File: src/rtl/uart_word_bridge_if.sv
// Word-stream bundle for uart_word_bridge: TX words in (s_word_*), RX words out (m_word_*).
// master = bridge side, slave = host side.
interface uart_word_bridge_if #(
  parameter int WORD_BYTES = 4,
  parameter int DATA_WIDTH = 8
);
  logic [WORD_BYTES*DATA_WIDTH-1:0] s_word_data;
  logic                             s_word_valid;
  logic                             s_word_ready;
  logic [WORD_BYTES*DATA_WIDTH-1:0] m_word_data;
  logic                             m_word_valid;
  logic                             m_word_ready;

  modport master (
    input  s_word_data,
    input  s_word_valid,
    output s_word_ready,
    output m_word_data,
    output m_word_valid,
    input  m_word_ready
  );

  modport slave (
    output s_word_data,
    output s_word_valid,
    input  s_word_ready,
    input  m_word_data,
    input  m_word_valid,
    output m_word_ready
  );
endinterface

File: src/rtl/uart_word_bridge.sv
// Word<->byte bridge to a byte UART FIFO port; TX 3 cycles/byte with a forced drain once the FIFO budget is spent,
// RX 3 cycles/byte, last byte left in the UART FIFO while the assembled word is stalled on m_word_ready.
module uart_word_bridge #(
  parameter int WORD_BYTES = 4,
  parameter int DATA_WIDTH = 8,
  parameter int FIFO_SLOTS = 31,
  parameter int RX_TIMEOUT = 100000,
  parameter int BIG_ENDIAN = 0
) (
  input  logic                  clk,
  input  logic                  rst_n,
  uart_word_bridge_if.master    word,
  output logic [DATA_WIDTH-1:0] uart_data_in,
  output logic                  uart_tx_use,
  input  logic                  uart_tx_complete,
  input  logic                  uart_rx_flag,
  input  logic [DATA_WIDTH-1:0] uart_data_out,
  output logic                  uart_rx_use,
  output logic                  tx_busy,
  output logic                  rx_timeout_err
);

  localparam int WW = WORD_BYTES * DATA_WIDTH;
  localparam int IW = (WORD_BYTES > 1) ? $clog2(WORD_BYTES) : 1;
  localparam int SW = $clog2(FIFO_SLOTS + 1);
  localparam int TW = $clog2(RX_TIMEOUT + 1);

  localparam logic [IW-1:0] LAST_IDX = IW'(WORD_BYTES - 1);
  localparam logic [SW-1:0] SLOT_MAX = SW'(FIFO_SLOTS);
  localparam logic [TW-1:0] TO_MAX   = TW'(RX_TIMEOUT - 1);
  localparam logic [1:0]    DRAIN_IGNORE = 2'd2;

  // Wire order of bytes: index 0 goes out first, mapped to a lane by endianness.
  function automatic logic [IW-1:0] lane(input logic [IW-1:0] idx);
    return (BIG_ENDIAN != 0) ? (LAST_IDX - idx) : idx;
  endfunction

  typedef enum logic [2:0] {
    TX_IDLE,
    TX_SETUP,
    TX_PULSE,
    TX_GAP,
    TX_DRAIN
  } tx_state_t;

  typedef enum logic [1:0] {
    RX_WAIT,
    RX_POP,
    RX_GAP
  } rx_state_t;

  tx_state_t tx_state;
  tx_state_t tx_next;
  rx_state_t rx_state;
  rx_state_t rx_next;

  logic [WW-1:0]         tx_word;
  logic [IW-1:0]         byte_idx;
  logic [SW-1:0]         slot_cnt;
  logic [1:0]            drain_cnt;
  logic [DATA_WIDTH-1:0] tx_byte;
  logic                  tx_last;

  logic [WW-1:0]         rx_asm;
  logic [IW-1:0]         rx_idx;
  logic [TW-1:0]         to_cnt;
  logic                  rx_last;
  logic                  rx_hold;
  logic                  rx_capture;
  logic                  to_run;
  logic                  to_hit;

  assign tx_byte = tx_word[lane(byte_idx)*DATA_WIDTH +: DATA_WIDTH];
  assign tx_last = (byte_idx == LAST_IDX);

  // ---------------------------------------------------------------- TX
  always_ff @(posedge clk or negedge rst_n) begin
    if (!rst_n) begin
      tx_state <= TX_IDLE;
    end else begin
      tx_state <= tx_next;
    end
  end

  always_comb begin
    tx_next           = tx_state;
    uart_tx_use       = 1'b0;
    tx_busy           = 1'b1;
    word.s_word_ready = 1'b0;
    case (tx_state)
      TX_IDLE: begin
        tx_busy           = 1'b0;
        word.s_word_ready = 1'b1;
        if (word.s_word_valid) begin
          tx_next = TX_SETUP;
        end
      end
      TX_SETUP: begin
        tx_next = (slot_cnt == SLOT_MAX) ? TX_DRAIN : TX_PULSE;
      end
      TX_PULSE: begin
        uart_tx_use = 1'b1;
        tx_next     = TX_GAP;
      end
      TX_GAP: begin
        tx_next = tx_last ? TX_IDLE : TX_SETUP;
      end
      TX_DRAIN: begin
        // The UART's complete flag lags its FIFO by two cycles after the last push.
        if ((drain_cnt == DRAIN_IGNORE) && uart_tx_complete) begin
          tx_next = TX_SETUP;
        end
      end
      default: begin
        tx_next = TX_IDLE;
      end
    endcase
  end

  always_ff @(posedge clk or negedge rst_n) begin
    if (!rst_n) begin
      tx_word      <= '0;
      byte_idx     <= '0;
      slot_cnt     <= '0;
      drain_cnt    <= '0;
      uart_data_in <= '0;
    end else begin
      case (tx_state)
        TX_IDLE: begin
          if (word.s_word_valid) begin
            tx_word  <= word.s_word_data;
            byte_idx <= '0;
          end
        end
        TX_SETUP: begin
          if (slot_cnt != SLOT_MAX) begin
            uart_data_in <= tx_byte;
          end
        end
        TX_PULSE: begin
          if (slot_cnt != SLOT_MAX) begin
            slot_cnt <= slot_cnt + 1'b1;
          end
        end
        TX_GAP: begin
          if (!tx_last) begin
            byte_idx <= byte_idx + 1'b1;
          end
        end
        TX_DRAIN: begin
          if (drain_cnt != DRAIN_IGNORE) begin
            drain_cnt <= drain_cnt + 1'b1;
          end else if (uart_tx_complete) begin
            drain_cnt <= '0;
            slot_cnt  <= '0;
          end
        end
        default: begin
        end
      endcase
    end
  end

  // ---------------------------------------------------------------- RX
  assign rx_last = (rx_idx == LAST_IDX);
  // Leave the closing byte in the UART FIFO until the previous word is taken.
  assign rx_hold = rx_last && word.m_word_valid && !word.m_word_ready;
  assign to_run  = (rx_state == RX_WAIT) && (rx_idx != '0);
  assign to_hit  = to_run && !rx_capture && (to_cnt == TO_MAX);

  always_ff @(posedge clk or negedge rst_n) begin
    if (!rst_n) begin
      rx_state <= RX_WAIT;
    end else begin
      rx_state <= rx_next;
    end
  end

  always_comb begin
    rx_next     = rx_state;
    uart_rx_use = 1'b0;
    rx_capture  = 1'b0;
    case (rx_state)
      RX_WAIT: begin
        if (uart_rx_flag && !rx_hold) begin
          rx_capture = 1'b1;
          rx_next    = RX_POP;
        end
      end
      RX_POP: begin
        uart_rx_use = 1'b1;
        rx_next     = RX_GAP;
      end
      RX_GAP: begin
        rx_next = RX_WAIT;
      end
      default: begin
        rx_next = RX_WAIT;
      end
    endcase
  end

  always_ff @(posedge clk or negedge rst_n) begin
    if (!rst_n) begin
      rx_asm            <= '0;
      rx_idx            <= '0;
      to_cnt            <= '0;
      rx_timeout_err    <= 1'b0;
      word.m_word_data  <= '0;
      word.m_word_valid <= 1'b0;
    end else begin
      rx_timeout_err <= to_hit;

      if (!to_run || rx_capture || to_hit) begin
        to_cnt <= '0;
      end else begin
        to_cnt <= to_cnt + 1'b1;
      end

      if (rx_capture) begin
        rx_asm[lane(rx_idx)*DATA_WIDTH +: DATA_WIDTH] <= uart_data_out;
      end else if (to_hit) begin
        rx_asm <= '0;
        rx_idx <= '0;
      end

      if (rx_state == RX_GAP) begin
        if (rx_last) begin
          word.m_word_data <= rx_asm;
          rx_idx           <= '0;
        end else begin
          rx_idx <= rx_idx + 1'b1;
        end
      end

      // A commit in the same cycle as an accept keeps valid high with fresh data.
      if ((rx_state == RX_GAP) && rx_last) begin
        word.m_word_valid <= 1'b1;
      end else if (word.m_word_valid && word.m_word_ready) begin
        word.m_word_valid <= 1'b0;
      end
    end
  end

endmodule

File: src/flat_wrapper.sv
// flat-port wrapper written by rule: the top's interface ports become plain ports
module uart_word_bridge_flat 
#(
  parameter int WORD_BYTES = 4,
  parameter int DATA_WIDTH = 8,
  parameter int FIFO_SLOTS = 31,
  parameter int RX_TIMEOUT = 100000,
  parameter int BIG_ENDIAN = 0
)
  (clk, rst_n, uart_data_in, uart_tx_use, uart_tx_complete, uart_rx_flag, uart_data_out, uart_rx_use, tx_busy, rx_timeout_err, word_s_word_data, word_s_word_valid, word_s_word_ready, word_m_word_data, word_m_word_valid, word_m_word_ready);
  uart_word_bridge_if #(.WORD_BYTES(WORD_BYTES), .DATA_WIDTH(DATA_WIDTH)) word_i ();
  input  logic clk;
  input  logic rst_n;
  output logic [DATA_WIDTH-1:0] uart_data_in;
  output logic uart_tx_use;
  input  logic uart_tx_complete;
  input  logic uart_rx_flag;
  input  logic [DATA_WIDTH-1:0] uart_data_out;
  output logic uart_rx_use;
  output logic tx_busy;
  output logic rx_timeout_err;
  input wire logic [$bits(word_i.s_word_data)-1:0] word_s_word_data;
  input wire logic [$bits(word_i.s_word_valid)-1:0] word_s_word_valid;
  output wire logic [$bits(word_i.s_word_ready)-1:0] word_s_word_ready;
  output wire logic [$bits(word_i.m_word_data)-1:0] word_m_word_data;
  output wire logic [$bits(word_i.m_word_valid)-1:0] word_m_word_valid;
  input wire logic [$bits(word_i.m_word_ready)-1:0] word_m_word_ready;
  assign word_i.s_word_data = word_s_word_data;
  assign word_i.s_word_valid = word_s_word_valid;
  assign word_s_word_ready = word_i.s_word_ready;
  assign word_m_word_data = word_i.m_word_data;
  assign word_m_word_valid = word_i.m_word_valid;
  assign word_i.m_word_ready = word_m_word_ready;
  uart_word_bridge #(.WORD_BYTES(WORD_BYTES), .DATA_WIDTH(DATA_WIDTH), .FIFO_SLOTS(FIFO_SLOTS), .RX_TIMEOUT(RX_TIMEOUT), .BIG_ENDIAN(BIG_ENDIAN)) u_core (.clk(clk), .rst_n(rst_n), .word(word_i), .uart_data_in(uart_data_in), .uart_tx_use(uart_tx_use), .uart_tx_complete(uart_tx_complete), .uart_rx_flag(uart_rx_flag), .uart_data_out(uart_data_out), .uart_rx_use(uart_rx_use), .tx_busy(tx_busy), .rx_timeout_err(rx_timeout_err));
endmodule
File: config.mk
export PLATFORM = sky130hd
export DESIGN_NAME = uart_word_bridge_flat
export DESIGN_NICKNAME = d
export VERILOG_FILES = /design/src/rtl/uart_word_bridge_if.sv /design/src/rtl/uart_word_bridge.sv /design/src/flat_wrapper.sv
export SDC_FILE = /design/constraint.sdc
export NUM_CORES = 1
export LEC_CHECK = 0
export ABC_CLOCK_PERIOD_IN_PS = 4300
export CORE_MARGIN = 2
export CORE_UTILIZATION = 40
export CTS_CLUSTER_DIAMETER = 50
export DETAILED_ROUTE_END_ITERATION = 16
export HOLD_SLACK_MARGIN = 0.02
export PLACE_DENSITY = 0.69
export SLEW_MARGIN = 20
export SYNTH_ARGS = -nofsm -noshare
export SYNTH_HDL_FRONTEND = slang
export SYNTH_SLANG_ARGS = --single-unit
File: constraint.sdc
create_clock -name clk -period 4.3 [get_ports clk]
set_input_delay 0.645 -clock clk [delete_from_list [all_inputs] [get_ports clk]]
set_output_delay 0.645 -clock clk [all_outputs]
set_load 0.03 [all_outputs]
==> results of run 1 <==
[power by group through the flow]
stage	Clock, µW	Combinational [µW]	Sequential [µW]
6_report	1290	1590	2080
2_1_floorplan	0	916	2200
4_1_cts	1330	1610	2090
3_3_place_gp	0	1550	2090
5_1_grt	1390	1730	2150
3_5_place_dp	0	1590	2110
[cells in the final DEF, fill, tap and decap left out, types with 3 or more instances in the layout]
master and count:
o22ai_1 10, xor2_1 5, nor3b_1 3, nor2b_1 5
clkdlybuf4s50_1 90, clkbuf_16 17, nand3_1 10, ha_1 9
clkinv_2 5, xnor2_1 9, nor3_1 7, mux4_2 8
nand2_1 29, a21oi_1 4, buf_4 4, nor2_1 25
dfrtp_1 139, nand4_1 6, nor4_1 3, nand3b_1 4
mux2_2 73, or4_1 3, clkinvlp_4 4, a32o_1 24
inv_1 9, a22o_1 3, and3_1 3, or2_2 3
inv_6 3, o21ai_0 5
[through the flow]
stage | utilization, % | cell area (µm²) | worst slack, ns
4_1_cts | 51.6 | 7450 | 1.34
3_5_place_dp | 48.0 | 6920 | 1.31
5_1_grt | 51.7 | 7460 | 1.14
2_1_floorplan | - | 5850 | 1.75
3_3_place_gp | 48.0 | 6920 | 1.39
6_report | 51.7 | 7460 | 1.31
[synth_stat cells, types with 2 or more instances]
cell      number  area (µm²)
dfrtp_1      139        3480
mux2_2        73         822
nand2_1       29         109
nor2_1        25        93.8
a32o_1        24         240
clkbuf_1      10        37.5
nand3_1       10        50.1
o22ai_1       10        62.6
ha_1           9         113
inv_1          9        33.8
xnor2_1        9        78.8
mux4_2         8         180
nor3_1         7        35.0
nand4_1        6        37.5
buf_1          5        18.8
nor2b_1        5        31.3
o21ai_0        5        25.0
xor2_1         5        43.8
a21oi_1        4        20.0
nand3b_1       4        30.0
nor4_1         4        25.0
a22o_1         3        26.3
and3_1         3        18.8
nor3b_1        3        22.5
or2_2          3        18.8
or4_1          3        22.5
and2_1         2        12.5
buf_8          2        30.0
mux2i_1        2        20.0
o31ai_1        2        15.0
or4b_1         2        20.0
[registers in the layout, summed over array words and instances (netlist names)]
| register | flops |
|---|---|
| u_core.rx_asm | 32 |
| u_core.tx_word | 32 |
| u_core.word.m_word_data | 32 |
| u_core.to_cnt | 17 |
| u_core.uart_data_in | 8 |
| u_core.slot_cnt | 5 |
| u_core.tx_state | 3 |
| u_core.byte_idx | 2 |
| u_core.drain_cnt | 2 |
| u_core.rx_idx | 2 |
| u_core.rx_state | 2 |
| u_core.rx_timeout_err | 1 |
| u_core.word.m_word_valid | 1 |
[routing by layer]
metal | share of wire [%] | track usage, % | vias to the layer above
met4 | 1.4 | 4.77 | 0
met2 | 49 | 26.9 | 91
li1 | - | - | 1781
met1 | 45 | 22.0 | 1971
met3 | 4.2 | 4.68 | 12
met5 | 0 | 0 | -
[worst max-delay path, cell delays in order, from the launching register on]
cell and delay, ns:
dfrtp_1 0.44, or4b_1 0.53, or4_1 0.57, or4_1 0.84, inv_2 0.33, o22ai_1 0.13
[cells by family after synthesis]
kind of cell    share of synthesized area [%]
fa+ha+maj                                1.93
mux                                      17.5
buf+inv                                  2.31
flops                                    59.5
compound gates                           6.79
simple gates                             9.89
xor+xnor                                 2.10
[worst paths after layout]
path	end	slack, ns	cells past startpoint
hold reg to reg	u_core.slot_cnt[3]	0.48	1
hold / removal	u_core.drain_cnt[0]	0.33	1
min in group clk	u_core.slot_cnt[3]	0.48	1
setup reg to reg	u_core.rx_asm[1]	1.31	5
max in group asynchronous	u_core.tx_word[13]	3.03	2
setup / recovery	u_core.rx_asm[1]	1.31	5
[final cells by class]
type                       count  area [µm²]
clock inverter                14        98.8
fill                        1213        6970
multi-input combinational    267        2240
sequential                   139        3480
inverter                      10        37.5
clock buffer                  18         429
tap                          184         230
timing repair buffer          95         945
==> results_dict.tcl, run 1 <==
set metrics [dict create \
    rsz0062_at_grt "no" \
    clock_path_buffers 2 \
    die_h_um 125 \
    arrival_ns 3.25 \
    power_frac_clock_pct 26.0 \
    holdWs_ns 0.332 \
    core.rowCount 44 \
    critical_path_peak_fanout 26 \
    synth_edf_count 0 \
    yosysWarnings 0 \
    clk_pin_slew_ns 0.06 \
    place.port_buffers 91 \
    status "complete, no violations" \
    fp.coreArea_um2 14400 \
    cts-resized-gates 0 \
    die_x_um 125 \
    p_int_uw 3360 \
    critPathLaunch "u_core.to_cnt[12]" \
    wire_per_inst_um 16.9 \
    detail_route.drc_violations 0 \
    ys_ff_latch 139 \
    hold_buffers 0 \
    root_buffer "clkbuf_16" \
    max-cap-violations 0 \
    grt_usage_pct 16.6 \
    setup_violations 0 \
    cts_tree "done" \
    async_reset_ff_share_pct 100 \
    pin_count 92 \
    routed_wirelength_um 12300 \
    grt_pass1_vias 4050 \
    initial_core_util_pct 40.5 \
    maxSlewViolCount 0 \
    final_nets 585 \
    antenna_found_initial 0 \
    dominantRegCellSynth "dfrtp_1" \
    cts_setup_buffers 0 \
    via_per_inst 5.30 \
    p_comb_share_pct 32.1 \
    synth_cells 434 \
    seqPwrFrac_pct 41.9 \
    fmax_mhz 334 \
    layout-drive-gt1-share_pct 22.8 \
    dr.pass1.iters 7 \
    p_sw_share_pct 32.4 \
    ys_seq_area_share_pct 59.5 \
    grt_max_degree 116 \
    grt_overflow 0 \
    instances_no_fill 727 \
    ir_worst_vdd_mv 0.352 \
    min_period_ns 2.99 \
    detail-route-antenna-nets 0 \
    syn_area_per_cell_um2 13.5 \
    crit_path_start_kind "register" \
    worstSetupPathType "register to register" \
    syn_area_um2 5850 \
    gp_congestion 0.765 \
    worstMarginPinSlew_ns 1.07 \
    dieArea_um2 15600 \
    place_inst 695 \
    syn_to_final_growth_pct 27.6 \
    grt_pass1_wl_um 20800 \
    num_vias 3855 \
    ys_types 40 \
    dp_hpwl_um 8130 \
    hp-class "input pin to asynchronous set/reset pin" \
    htreeDepth 4 \
    power_uw 4970 \
    fin_tns_setup_ns 0 \
    clock_latency_ns 0.41 \
    initialDrtViolationCount 227 \
    p_per_area_nw_per_um2 667 \
    cp-end-kind "register" \
    maxSlewHeadroom_pct 27.9 \
    cts_buffers 17 \
    r2r_start "u_core.to_cnt[12]" \
    cts.sinks 139 \
    crit_required_ns 4.56 \
    syn_nets 489 \
    switchingPower_uw 1610 \
    skew_ns 0.00787 \
    p_leak_uw 0.00321 \
    period_share_pct 69.6 \
    n_antenna_cell 0 \
    hold_violations 0 \
]
No activity file was read; power rests on OpenSTA's default activity.
==> inputs of run 2 (changes only) <==
--- a/config.mk
+++ b/config.mk
@@ -5,7 +5,7 @@
 export SDC_FILE = /design/constraint.sdc
 export NUM_CORES = 1
 export LEC_CHECK = 0
-export ABC_CLOCK_PERIOD_IN_PS = 4300
+export ABC_CLOCK_PERIOD_IN_PS = 3000
 export CORE_MARGIN = 2
 export CORE_UTILIZATION = 40
 export CTS_CLUSTER_DIAMETER = 50
==> constraint.sdc (replaced) <==
create_clock -name clk -period 3 [get_ports clk]
set_input_delay 0.45 -clock clk [delete_from_list [all_inputs] [get_ports clk]]
set_output_delay 0.45 -clock clk [all_outputs]
set_load 0.03 [all_outputs]
==> results_dict.tcl, run 2 (same netlist as run 1, synthesis figures left out) <==
set metrics [dict create \
    grt_max_degree 64 \
    layout_commonest_cell "dfrtp_1" \
    clock_path_buffers 2 \
    grt_usage_pct 17.1 \
    cp-end-kind "register" \
    reg_top3 "u_core.rx_asm (32), u_core.tx_word (32), u_core.word.m_word_data (32)" \
    maxSlewHeadroom_pct 59.6 \
    fin_tns_setup_ns 0 \
    detail_route.drc_violations 0 \
    final_nets 592 \
    via_per_inst 5.19 \
    p_per_area_nw_per_um2 963 \
    arrival_ns 2.86 \
    period_share_pct 86.7 \
    detail-route-antenna-nets 0 \
    setup_slack_ns 0.399 \
    postLayoutCellArea_um2 7560 \
    rsz0062_at_grt "no" \
    critPathBufInv 2 \
    register_area_um2 3480 \
    root_buffer "clkbuf_16" \
    place.port_buffers 91 \
    multi_input_area_um2 2230 \
    maxSlewViolCount 0 \
    fp.coreArea_um2 14400 \
    hold_buffers 0 \
    dp_hpwl_um 8430 \
    die_h_um 125 \
    clock_latency_ns 0.41 \
    cts_setup_buffers 0 \
    hold_violations 0 \
    pre_cts_ws_ns 0.415 \
    cp_top_family "simple AND/OR/NAND/NOR gates" \
    hp-class "input pin to asynchronous set/reset pin" \
    routed_wirelength_um 12500 \
    slowest_stage "or4_1" \
    max-cap-violations 0 \
    skew_ns 0.00812 \
    initialDrtViolationCount 311 \
    place_area_um2 6990 \
    clk_pin_slew_ns 0.06 \
    setup_violations 0 \
    grt_pass1_vias 4072 \
    worstSetupPathType "register to register" \
    p_leak_uw 0.00327 \
    gp_congestion 0.802 \
    die_x_um 125 \
    crit_top_cell "or4_1" \
    wire_per_inst_um 17.0 \
    fmax_mhz 384 \
    crit_required_ns 3.26 \
    cts_buffers 17 \
    initial_core_util_pct 40.5 \
    status "complete, no violations" \
    slowest_delay_ns 0.55 \
    htreeDepth 4 \
    grt_pass1_wl_um 21200 \
    num_vias 3801 \
    min_period_ns 2.60 \
    pin_count 92 \
    syn_to_final_growth_pct 29.3 \
    grt_overflow 0 \
    ir_worst_vdd_mv 0.475 \
    cts-resized-gates 0 \
    layout-drive-gt1-share_pct 23.7 \
    layout_common_cells "dfrtp_1, clkdlybuf4s50_1, mux2_2" \
    critical_path_peak_fanout 26 \
    worstPathCellList "or4b_1 > or4_1 > or4_1 > buf_4 > inv_2 > o22ai_1" \
    holdWs_ns 0.0275 \
    n_antenna_cell 0 \
    crit_path_start_kind "register" \
    fillCellCount 1230 \
    core.rowCount 44 \
    cts.sinks 139 \
    dieArea_um2 15600 \
    cts_tree "done" \
    antenna_found_initial 0 \
    worstMarginPinSlew_ns 0.606 \
    dr.pass1.iters 4 \
]
run 2: layer usage:
metal	track usage (%)	wire, µm	vias to the layer above
met5	0	0	-
met3	4.73	574	7
met2	27.5	6280	90
met4	6.08	104	0
li1	-	-	1794
met1	22.4	5500	1910
run 2: metrics by stage:
step | util, % | std cells | power (µW)
floorplan | - | 434 | 4470
global placement | 48.4 | 702 | 5230
detailed placement | 48.4 | 702 | 5330
CTS | 52.4 | 733 | 7370
global route | 52.4 | 733 | 7690
finish | 52.4 | 733 | 7280
run 2: layout make-up:
cell class / count / area share (%)
Clock inverter: 10 / 1.19
Clock buffer: 21 / 6.36
Inverter: 10 / 0.497
Multi-Input combinational cell: 267 / 29.5
Sequential cell: 139 / 46.0
Tap cell: 184 / 3.05
Timing Repair Buffer: 102 / 13.3
run 2: path summary, 6_finish.rpt:
path,from,end,slack [ns],cells after the start
min in group clk,u_core.slot_cnt[3],u_core.slot_cnt[3],0.48,1
hold / removal,rst_n,u_core.tx_state[0],0.03,1
setup reg to reg,u_core.to_cnt[12],u_core.rx_asm[6],0.40,6
max in group asynchronous,rst_n,u_core.uart_data_in[7],2.20,2
setup / recovery,u_core.to_cnt[12],u_core.rx_asm[6],0.40,6
hold reg to reg,u_core.slot_cnt[3],u_core.slot_cnt[3],0.48,1
run 2: where the power goes:
group          internal (µW)  switching (µW)  leakage, µW
registers               2530             463      0.00181
clock network           1220             774     0.000278
logic                   1240            1050      0.00119
total                   4990            2290      0.00327
==> inputs of run 3 (changes only) <==
--- a/config.mk
+++ b/config.mk
@@ -7,11 +7,12 @@
 export LEC_CHECK = 0
 export ABC_CLOCK_PERIOD_IN_PS = 3000
 export CORE_MARGIN = 2
-export CORE_UTILIZATION = 40
+export CORE_UTILIZATION = 35
 export CTS_CLUSTER_DIAMETER = 50
 export DETAILED_ROUTE_END_ITERATION = 16
+export GPL_ROUTABILITY_DRIVEN = 0
 export HOLD_SLACK_MARGIN = 0.02
-export PLACE_DENSITY = 0.69
+export PLACE_DENSITY = 0.63
 export SLEW_MARGIN = 20
 export SYNTH_ARGS = -nofsm -noshare
 export SYNTH_HDL_FRONTEND = slang
==> results_dict.tcl, run 3 (same netlist as run 1, synthesis figures left out) <==
set metrics [dict create \
    place_area_um2 7040 \
    fp.coreArea_um2 16500 \
    reg_top3 "u_core.rx_asm (32), u_core.tx_word (32), u_core.word.m_word_data (32)" \
    register_area_um2 3480 \
    ir_worst_vdd_mv 0.431 \
    cts.sinks 139 \
    cp-end-kind "register" \
    cts_tree "done" \
    die_h_um 133 \
    detail_route.drc_violations 0 \
    r2r-end "u_core.rx_asm[6]" \
    grt_overflow 0 \
    critPathCapture "u_core.rx_asm[6]" \
    hold_violations 0 \
    fmax_mhz 389 \
    core.rowCount 47 \
    crit_path_start_kind "register" \
    worstPathCellList "or4b_1 > or4_1 > or4_1 > buf_4 > inv_2 > o22ai_1" \
    reg2regPathDepth 6 \
    clock_path_buffers 2 \
    crit_required_ns 3.26 \
    grt_max_degree 71 \
    worstMarginPinSlew_ns 0.643 \
    clk_pin_slew_ns 0.06 \
    dieArea_um2 17800 \
    initialDrtViolationCount 177 \
    max-cap-violations 0 \
    arrival_ns 2.83 \
    n_antenna_cell 0 \
    grt_pass1_wl_um 21100 \
    dp_hpwl_um 8790 \
    cts_setup_buffers 0 \
    utilization_pct 46.5 \
    min_period_ns 2.57 \
    p_leak_uw 0.00329 \
    root_buffer "clkbuf_16" \
    crit_top_cell "or4_1" \
    pin_count 92 \
    critPathLaunch "u_core.to_cnt[8]" \
    critical_path_peak_fanout 26 \
    maxSlewHeadroom_pct 57.1 \
    critPathBufInv 2 \
    hp-class "register to register" \
    layout_common_cells "dfrtp_1, clkdlybuf4s50_1, mux2_2" \
    via_per_inst 4.98 \
    rrSetupSlack_ns 0.43 \
    grt_pass1_vias 4056 \
    dr.pass1.iters 4 \
    initial_core_util_pct 35.5 \
    skew_ns 0.00775 \
    rsz0062_at_grt "no" \
    holdWs_ns 0.475 \
    antenna_found_initial 0 \
    maxSlewViolCount 0 \
    fin_tns_setup_ns 0 \
    slowest_stage "or4b_1" \
    num_vias 3824 \
    multi_input_area_um2 2230 \
    postLayoutCellArea_um2 7660 \
    p_per_area_nw_per_um2 976 \
    period_share_pct 85.7 \
    slowest_delay_ns 0.52 \
    setup_violations 0 \
    layout_commonest_cell "dfrtp_1" \
    htreeDepth 4 \
    routed_wirelength_um 12600 \
    die_x_um 133 \
    fillCellCount 1479 \
    worstSetupPathType "register to register" \
    grt_usage_pct 15.4 \
    cp_top_family "simple AND/OR/NAND/NOR gates" \
    r2r_start "u_core.to_cnt[8]" \
    layout-drive-gt1-share_pct 22.6 \
    final_nets 593 \
    status "complete, no violations" \
    place.port_buffers 91 \
    path_depth 6 \
    cts_buffers 17 \
    clock_latency_ns 0.41 \
    detail-route-antenna-nets 0 \
    syn_to_final_growth_pct 31.1 \
    wire_per_inst_um 16.4 \
]
-- run 3: final cells by class --
class	instances	area share [%]
clock inverter	8	2.22
tap	220	3.59
clock buffer	21	5.75
multi-input combinational	267	29.1
timing repair buffer	103	13.4
inverter	10	0.490
sequential	139	45.4
-- run 3: layer usage --
metal | GRT usage [%] | part of all wire (%)
met5 | 0 | 0
met1 | 18.8 | 43
met3 | 3.73 | 2.7
met2 | 26.6 | 52
met4 | 5.38 | 1.7
-- run 3: worst register-to-register path: cells and delay by family (launching register included) --
| kind | cells | cell delay, ns |
|---|---|---|
| AO/OA/AOI/OAI | 1 | 0.11 |
| buffers and inverters | 2 | 0.42 |
| flip-flops | 1 | 0.44 |
| AND/OR/NAND/NOR | 3 | 1.45 |
-- run 3: repair_timing --
action | CTS | global route
endpoints found under the hold margin | 41 | 0
gates resized for setup | 0 | 0
hold buffers | 1 | 0
-- run 3: how the worst min path moves through the flow --
| stage | startpoint | endpoint | slack, ns | cells past startpoint |
|---|---|---|---|---|
| 5_1_grt | u_core.slot_cnt[3] | u_core.slot_cnt[3] | 0.50 | 1 |
| 6_report | u_core.slot_cnt[3] | u_core.slot_cnt[3] | 0.48 | 1 |
| 4_1_cts | u_core.slot_cnt[3] | u_core.slot_cnt[3] | 0.48 | 1 |
| 3_3_place_gp | rst_n | u_core.tx_word[18] | 0.38 | 1 |
| 3_5_place_dp | rst_n | u_core.tx_word[18] | 0.40 | 1 |
| 2_1_floorplan | rst_n | u_core.byte_idx[0] | 0.15 | 0 |
-- run 3: per-stage QoR --
| stage | setup WS, ns | instances | power (µW) |
|---|---|---|---|
| finish | 0.429 | 768 | 7480 |
| floorplan | 0.452 | 434 | 4470 |
| global placement | 0.477 | 738 | 5260 |
| CTS | 0.410 | 768 | 7580 |
| detailed placement | 0.410 | 738 | 5340 |
| global route | 0.335 | 768 | 7920 |
-- run 3: power by group --
part / switching, µW / internal [µW]
clock network: 729 / 1460
registers: 452 / 2530
logic: 1060 / 1240
total: 2250 / 5240
